## config.mk

```make
export PLATFORM = sky130hd
export DESIGN_NAME = sim_engine_host
export DESIGN_NICKNAME = d
export VERILOG_FILES = /design/src/rtl/sim_engine_pkg.sv /design/src/rtl/sim_engine_host_decoder.sv /design/src/rtl/sim_engine_host.sv
export SDC_FILE = /design/constraint.sdc
export NUM_CORES = 1
export LEC_CHECK = 0
export ABC_AREA = 1
export ABC_CLOCK_PERIOD_IN_PS = 3800
export CORE_MARGIN = 4
export CORE_UTILIZATION = 30
export CTS_CLUSTER_DIAMETER = 50
export CTS_CLUSTER_SIZE = 8
export DETAILED_ROUTE_END_ITERATION = 10
export SLEW_MARGIN = 20
export SYNTH_ARGS = -nofsm -noshare
export SYNTH_HDL_FRONTEND = slang
export SYNTH_SLANG_ARGS = --single-unit
```

## constraint.sdc

```tcl
create_clock -name clk -period 3.8 [get_ports clk]
set_input_delay 0.76 -clock clk [delete_from_list [all_inputs] [get_ports clk]]
set_output_delay 0.76 -clock clk [all_outputs]
set_load 0.01 [all_outputs]
```

## src/rtl/sim_engine_pkg.sv

```systemverilog
// Shared types, constants and thermometer decode for the sim engine host.
package sim_engine_pkg;

  localparam int NUM_STAGES = 5;
  localparam int STAGE_W    = 3;

  localparam logic [STAGE_W-1:0]    LAST_STAGE = STAGE_W'(NUM_STAGES);
  localparam logic [NUM_STAGES-1:0] STAGE_LSB  = NUM_STAGES'(1);

  typedef enum logic [2:0] {
    ST_IDLE,
    ST_LOAD,
    ST_WAIT_ACK,
    ST_RUN,
    ST_FINISH,
    ST_ERROR
  } state_t;

  // Per-cycle classification of what the engine did, relative to the FSM state.
  typedef enum logic [2:0] {
    EV_NONE,
    EV_HOLD,
    EV_ADVANCE,
    EV_PATH_END,
    EV_CODE,
    EV_SEQ
  } ev_t;

  localparam logic [1:0] ERR_NONE    = 2'd0;
  localparam logic [1:0] ERR_CODE    = 2'd1;
  localparam logic [1:0] ERR_SEQ     = 2'd2;
  localparam logic [1:0] ERR_TIMEOUT = 2'd3;

  typedef struct packed {
    logic               legal;
    logic [STAGE_W-1:0] stage;
  } therm_t;

  function automatic therm_t therm_decode(input logic [NUM_STAGES-1:0] code);
    therm_t                r;
    logic [NUM_STAGES-1:0] t;
    r = '0;
    t = '0;
    for (int k = 0; k <= NUM_STAGES; k++) begin
      if (code == t) begin
        r.legal = 1'b1;
        r.stage = STAGE_W'(k);
      end
      t = {t[NUM_STAGES-2:0], 1'b1};
    end
    return r;
  endfunction

endpackage

```

## src/rtl/sim_engine_host_decoder.sv

```systemverilog
// Registered decode of the engine's thermometer stage code and idle flag.
module mc_therm_decoder
  import sim_engine_pkg::*;
(
  input  logic                  clk,
  input  logic                  rst,
  input  logic [NUM_STAGES-1:0] code,
  input  logic                  done,
  output logic [STAGE_W-1:0]    stage,
  output logic                  legal,
  output logic                  idle,
  output logic [NUM_STAGES-1:0] stage_rise
);

  therm_t dec;

  always_comb dec = therm_decode(code);

  // Legality here excludes only the state-independent done/stage conflict;
  // the done=0 with stage 0 case depends on the host state and is judged there.
  always_ff @(posedge clk) begin
    if (rst) begin
      stage      <= '0;
      legal      <= 1'b0;
      idle       <= 1'b0;
      stage_rise <= '0;
    end else begin
      stage      <= dec.stage;
      legal      <= dec.legal && !(done && dec.stage != '0);
      idle       <= done;
      stage_rise <= '0;
      if (dec.legal && !done && dec.stage == stage + 1'b1)
        stage_rise <= STAGE_LSB << (dec.stage - 1'b1);
    end
  end

endmodule

```

## src/rtl/sim_engine_host.sv

```systemverilog
// Batch initiator and stage monitor for the Monte Carlo engine controller.
//   state    | meaning
//   IDLE     | no batch, waiting for start
//   LOAD     | load pulse for the next path, timeout reloaded
//   WAIT_ACK | waiting for the engine to enter stage 1
//   RUN      | path in progress, stages must advance one at a time
//   FINISH   | batch_done pulse, back to IDLE
//   ERROR    | sticky error, cleared by the next start
module sim_engine_host
  import sim_engine_pkg::*;
#(
  parameter int PATH_W      = 16,
  parameter int TIMEOUT_CYC = 1024
) (
  input  logic                  clk,
  input  logic                  rst,
  input  logic                  start,
  input  logic [PATH_W-1:0]     num_paths,
  input  logic [NUM_STAGES-1:0] mc_output_ctrl,
  input  logic                  done,
  output logic                  load,
  output logic                  busy,
  output logic [STAGE_W-1:0]    stage_idx,
  output logic [NUM_STAGES-1:0] stage_start,
  output logic [PATH_W-1:0]     paths_done,
  output logic                  batch_done,
  output logic                  err,
  output logic [1:0]            err_code
);

  localparam int TO_W = $clog2(TIMEOUT_CYC) + 1;
  localparam logic [TO_W-1:0] TO_RELOAD = TO_W'(TIMEOUT_CYC);
  localparam logic [TO_W-1:0] TO_ONE    = TO_W'(1);

  state_t                state;
  ev_t                   ev;
  logic [STAGE_W-1:0]    dec_stage;
  logic                  dec_legal;
  logic                  dec_idle;
  logic [NUM_STAGES-1:0] dec_rise;
  logic [STAGE_W-1:0]    prev_stage;
  logic [PATH_W-1:0]     num_q;
  logic [PATH_W-1:0]     paths_inc;
  logic [TO_W-1:0]       to_left;
  logic                  fail;
  logic [1:0]            fail_code;

  mc_therm_decoder u_dec (
    .clk        (clk),
    .rst        (rst),
    .code       (mc_output_ctrl),
    .done       (done),
    .stage      (dec_stage),
    .legal      (dec_legal),
    .idle       (dec_idle),
    .stage_rise (dec_rise)
  );

  assign stage_idx = dec_stage;
  assign paths_inc = (paths_done == '1) ? paths_done : paths_done + 1'b1;

  always_comb begin
    ev = EV_NONE;
    unique case (state)
      ST_WAIT_ACK: begin
        if (!dec_legal)                 ev = EV_CODE;
        else if (dec_stage == '0)       ev = EV_HOLD;
        else if (dec_stage == 3'd1)     ev = EV_ADVANCE;
        else                            ev = EV_SEQ;
      end
      ST_RUN: begin
        if (!dec_legal || (!dec_idle && dec_stage == '0))     ev = EV_CODE;
        else if (dec_stage == prev_stage)                     ev = EV_HOLD;
        else if (dec_stage == prev_stage + 1'b1)              ev = EV_ADVANCE;
        else if (dec_stage == '0 && prev_stage == LAST_STAGE) ev = EV_PATH_END;
        else                                                  ev = EV_SEQ;
      end
      default: ev = EV_NONE;
    endcase
  end

  // Causes are mutually exclusive per cycle, which realises CODE > SEQ > TIMEOUT.
  always_comb begin
    fail      = 1'b0;
    fail_code = ERR_NONE;
    if (ev == EV_CODE) begin
      fail      = 1'b1;
      fail_code = ERR_CODE;
    end else if (ev == EV_SEQ) begin
      fail      = 1'b1;
      fail_code = ERR_SEQ;
    end else if (ev == EV_HOLD && to_left <= TO_ONE) begin
      fail      = 1'b1;
      fail_code = ERR_TIMEOUT;
    end
  end

  always_ff @(posedge clk) begin
    if (rst) begin
      state       <= ST_IDLE;
      load        <= 1'b0;
      busy        <= 1'b0;
      stage_start <= '0;
      paths_done  <= '0;
      batch_done  <= 1'b0;
      err         <= 1'b0;
      err_code    <= ERR_NONE;
      num_q       <= '0;
      to_left     <= '0;
      prev_stage  <= '0;
    end else begin
      load        <= 1'b0;
      batch_done  <= 1'b0;
      stage_start <= '0;
      unique case (state)
        ST_IDLE, ST_ERROR: begin
          if (start) begin
            err      <= 1'b0;
            err_code <= ERR_NONE;
            if (num_paths != '0) begin
              num_q      <= num_paths;
              paths_done <= '0;
              prev_stage <= '0;
              busy       <= 1'b1;
              load       <= 1'b1;
              state      <= ST_LOAD;
            end else begin
              batch_done <= 1'b1;
              state      <= ST_IDLE;
            end
          end
        end
        ST_LOAD: begin
          to_left <= TO_RELOAD;
          state   <= ST_WAIT_ACK;
        end
        ST_WAIT_ACK, ST_RUN: begin
          if (fail) begin
            err      <= 1'b1;
            err_code <= fail_code;
            busy     <= 1'b0;
            state    <= ST_ERROR;
          end else begin
            unique case (ev)
              EV_HOLD: to_left <= to_left - 1'b1;
              EV_ADVANCE: begin
                stage_start <= (state == ST_WAIT_ACK) ? STAGE_LSB : dec_rise;
                prev_stage  <= dec_stage;
                to_left     <= TO_RELOAD;
                state       <= ST_RUN;
              end
              EV_PATH_END: begin
                paths_done <= paths_inc;
                prev_stage <= '0;
                if (paths_done == num_q - 1'b1) begin
                  batch_done <= 1'b1;
                  busy       <= 1'b0;
                  state      <= ST_FINISH;
                end else begin
                  load  <= 1'b1;
                  state <= ST_LOAD;
                end
              end
              default: ;
            endcase
          end
        end
        ST_FINISH: state <= ST_IDLE;
        default:   state <= ST_IDLE;
      endcase
    end
  end

endmodule

```

==> results.md <==
- The clock slew at the register clock pins of the worst setup and hold paths is 60 ps.
- The clock tree root buffer cell is sky130_fd_sc_hd__clkbuf_16.
- The DRC violation count after routing is 0.
- The initial cell density of the core is 30.9%.
- The first routing iteration left 244 violations.
- The number of gates resized after cts is 0.
- The worst register-to-register path ends at stage_start[1]$_SDFF_PP0_.
- The number of buffers inserted by post-CTS setup repair is 0.
- The synthesized net count is 723.
- In this run, synthesis inferred 0 flip-flops with an integrated enable.
- Static timing analysis puts the maximum clock frequency at 0.388 GHz.
- The post-route netlist has 6.43% of its cells at a drive strength greater than 1.
- Synthesis handed over a netlist of 686 instances.
- The signal on the critical path passes through inv_2, ha_1, inv_1, nor2_1, nand2_1, nand3_1, nor2_1, nand2_1, nand2_2, inv_1, nor2_2, nand4_1, nor2_1.
- The net count of the finished layout is 778.
- In this run the most critical hold path is launched from u_dec.stage_rise[4]$_SDFF_PP0_.
- The area growth from synthesis to layout is 25.1%.
- Max-cap violations in this run came to 0.
- The count of nets left with antenna violations once routing finished came out at 0.
- In the final routed layout, each cell accounts on average for 12.1 um.
- The tightest min-delay check is of the reg -> reg type.
- For this run, the number of Yosys warnings is 0.
- Data on the critical path arrives at its endpoint at 2840 ps.
- Entering global routing, the biggest net connects 34 pins.
- The number of top-level pins is 55.
- The count of antenna diodes in the layout is 0.
- TritonCTS built the clock tree.
- Clock latency on the worst-skew pair, taken at its later pin, is 340 ps.
- In this run the tightest slew margin relative to its limit is 59.0%.
- Summed over all failing endpoints, the final setup total negative slack is 0 ps.
- The analysis attributes to cell leakage a power of 0.00241 uW.
- Buffers inserted to repair hold after CTS numbered 0.
- The setup slack of the worst register-to-register path is 1220 ps.
- The clock period minus final worst setup slack is 2580 ps.
- The sum of net half-perimeters after detailed placement is 8.48 mm.
- The master of the slowest instance on the critical path is sky130_fd_sc_hd__dfxtp_1.
- The worst register-to-register path begins at u_dec.stage[0]$_SDFF_PP0_.
- The final setup skew is 6.94 ps.
- The die covers 0.0165 mm2.
- The initial antenna violation count was 0.
- For this block, the via count after detailed routing is 4222.
- The die is 128 um wide.
- The first global-routing pass estimated 19.0 mm of wire.
- Synthesis instantiated 37 different standard cells from the library.
- Measured along the y axis, the die boundary spans 128 um.
- The count of pins over their slew limit came to 0.
- Of the total synthesized cell area, the portion taken by full adders, half adders and majority gates is 3.46%.
- The power density of the placed cells is 657 mW/mm2.
- The run finished with clean final reports.
- The launching instance or port of the critical path is u_dec.stage[0]$_SDFF_PP0_.
- The hold violation total from the final report is 0.
- The register bit total from synthesis is 70.
- The largest single stage delay on the critical path is 490 ps.
- The main combinational cell family by area after synthesis is simple AND/OR/NAND/NOR gates.
- The share of cell area taken by muxes after synthesis is 0%.
- The cell area that synthesis handed to floorplanning was 0.00434 mm2.
- Of the total synthesized cell area, the portion taken by AND, OR, NAND and NOR gates is 37.9%.
- STA classifies the critical path startpoint as a register.
- The category of the critical setup timing path is reg -> reg.
- Counting along the longest clock path gives a buffer depth of 2.
- The pre-antenna-repair detailed-routing pass consisted of 5 iterations.
- Sequential cells were found to cover 32.3% of the synthesized design area.
- Summing the areas of all compound-gate instances in the mapped netlist gives 11.5% of the synthesized area.
- At the worst endpoint, the required time is 4060 ps.
- The most numerous cell on the critical path is sky130_fd_sc_hd__nor2_1.
- The minimum hold slack is 412 ps.
- The endpoint kind of the worst setup timing path is a register.
- The standard cell area after detailed placement is 0.00507 mm2.
- After floorplanning, the core was divided into 43 placement rows.
- The largest voltage drop on the vdd net is 0.323 mV.
- The number of port buffers is 54.
- Summing the areas of all xor and xnor instances in the mapped netlist gives 4.64% of the synthesized area.
- The post-route cell area is 0.00543 mm2.
- In this run the number of H-tree levels came out at 3.
- The total global-route track usage is 14.2%.
- Setup repair after global routing left no endpoint under its margin.
- The via count of the first global-routing pass was 4044.
- The slew at the pin closest to its max-slew limit is 614 ps.
- The CTS buffer count is 9.
- The total detailed-routing wirelength is 11.2 mm.
- For this run, asynchronously set or reset flops after synthesis account for 0%.
- The post-synthesis area per instance is 6.33 um2.
- The total power is 3570 uW.
- The maximum fanout along the worst path is 14.
- Measured in cells, the most critical reg-to-reg path has a length of 13.
- Setup violations remaining at the end of the flow were counted as 0.
- The final weighted congestion in routability-driven placement is 0.897.
- The clock drives 70 sinks.
- Dividing the final minimum period by the clock period gives 67.8%.
- The region available for standard cell placement spans 0.0140 mm2.
- The average via count per standard cell is 4.56.
- The global-route congestion overflow total is 0.
- The end point of the critical path is stage_start[1]$_SDFF_PP0_.
- The predominant post-synthesis flop cell is sky130_fd_sc_hd__dfxtp_1.
[through the flow]
stage	cells	utilization, %	worst slack [ps]
floorplan	686	-	1660
global placement	910	36.1	981
detailed placement	910	36.1	932
CTS	926	38.7	1180
global route	926	38.7	883
finish	926	38.7	1220
[cell usage in the layout (no fill, tap or decap), types with 6 or more instances in the layout]
| cell | count |
|---|---|
| sky130_fd_sc_hd__nor3_1 | 24 |
| sky130_fd_sc_hd__clkbuf_16 | 9 |
| sky130_fd_sc_hd__xor2_1 | 16 |
| sky130_fd_sc_hd__nand3_1 | 40 |
| sky130_fd_sc_hd__inv_1 | 95 |
| sky130_fd_sc_hd__nand4_1 | 11 |
| sky130_fd_sc_hd__clkdlybuf4s50_1 | 54 |
| sky130_fd_sc_hd__nand2_1 | 169 |
| sky130_fd_sc_hd__nand2_2 | 6 |
| sky130_fd_sc_hd__xnor2_1 | 7 |
| sky130_fd_sc_hd__a21oi_1 | 47 |
| sky130_fd_sc_hd__nor2_1 | 91 |
| sky130_fd_sc_hd__dfxtp_1 | 70 |
| sky130_fd_sc_hd__ha_1 | 12 |
| sky130_fd_sc_hd__o21ai_0 | 39 |
[Yosys cell counts (3+ instances only)]
master                     number  area (um2)
sky130_fd_sc_hd__nand3_1       40         200
sky130_fd_sc_hd__inv_1         95         357
sky130_fd_sc_hd__nand2_4        4        45.0
sky130_fd_sc_hd__o21ai_0       39         195
sky130_fd_sc_hd__xnor2_1        7        61.3
sky130_fd_sc_hd__a21oi_1       47         235
sky130_fd_sc_hd__o21ai_1        3        15.0
sky130_fd_sc_hd__dfxtp_1       70        1400
sky130_fd_sc_hd__nor3_1        24         120
sky130_fd_sc_hd__xor2_1        16         140
sky130_fd_sc_hd__nor4_1         5        31.3
sky130_fd_sc_hd__nand2_1      169         634
sky130_fd_sc_hd__nor2_2         5        31.3
sky130_fd_sc_hd__nor2_1        91         342
sky130_fd_sc_hd__nand2_2        6        37.5
sky130_fd_sc_hd__clkbuf_1      10        37.5
sky130_fd_sc_hd__inv_2          5        18.8
sky130_fd_sc_hd__nor2_4         3        33.8
sky130_fd_sc_hd__nand4_1       11        68.8
sky130_fd_sc_hd__ha_1          12         150
[report_power, final]
part	internal, uW	leakage [uW]	switching (uW)	total (uW)
clock	677	0.000168	330	1010
sequential	858	0.000570	118	976
combinational	576	0.00167	1010	1590
[how the worst min path moves through the flow]
stage                                      to  depth (start not counted)
floorplan           stage_start[1]$_SDFF_PP0_                          2
global placement    stage_start[4]$_SDFF_PP0_                          2
detailed placement  stage_start[4]$_SDFF_PP0_                          2
CTS                 stage_start[4]$_SDFF_PP0_                          2
global route        stage_start[4]$_SDFF_PP0_                          2
finish              stage_start[4]$_SDFF_PP0_                          2
[cell type report]
class / instances / area (um2)
fillers: 1541 / 8610
inverters: 102 / 387
clock buffers: 11 / 253
repair buffers: 57 / 563
flip-flops and latches: 70 / 1400
clock inverters: 5 / 105
multi-input cells: 501 / 2500
well taps: 180 / 225
[critical path, delay by kind of cell, from the launching register on]
kind	cells	cell delay [ps]
adder cells (fa/ha/maj)	1	220
buffers and inverters	3	260
flip-flops	1	490
AND/OR/NAND/NOR	9	1520
[sequential cells by signal, indices dropped and copies added (netlist names)]
signal,count
to_left,11
num_q,16
state,3
busy,1
u_dec.stage,3
u_dec.stage_rise,5
batch_done,1
stage_start,5
prev_stage,3
u_dec.idle,1
load,1
u_dec.legal,1
err_code,2
paths_done,16
err,1
[metal layers]
metal	GRT usage, %	wire [um]	part of all wire, %	up-vias
li1	-	-	-	2290
met1	17.9	5380	48	1855
met2	24.2	5210	46	66
met3	3.83	513	4.6	11
met4	3.00	104	0.93	0
met5	0	0	0	-
[cells by family (layout without fill, tap and decap cells)]
| group | count (synthesis) | after routing |
|---|---|---|
| and+or+nand+nor | 370 | 370 |
| buffers and inverters | 115 | 175 |
| AOI/OAI and AO/OA | 96 | 96 |
| DFF | 70 | 70 |
| xor gates and xnor gates | 23 | 23 |
| adders and majority gates | 12 | 12 |
Power figures use the tool's default switching activity.
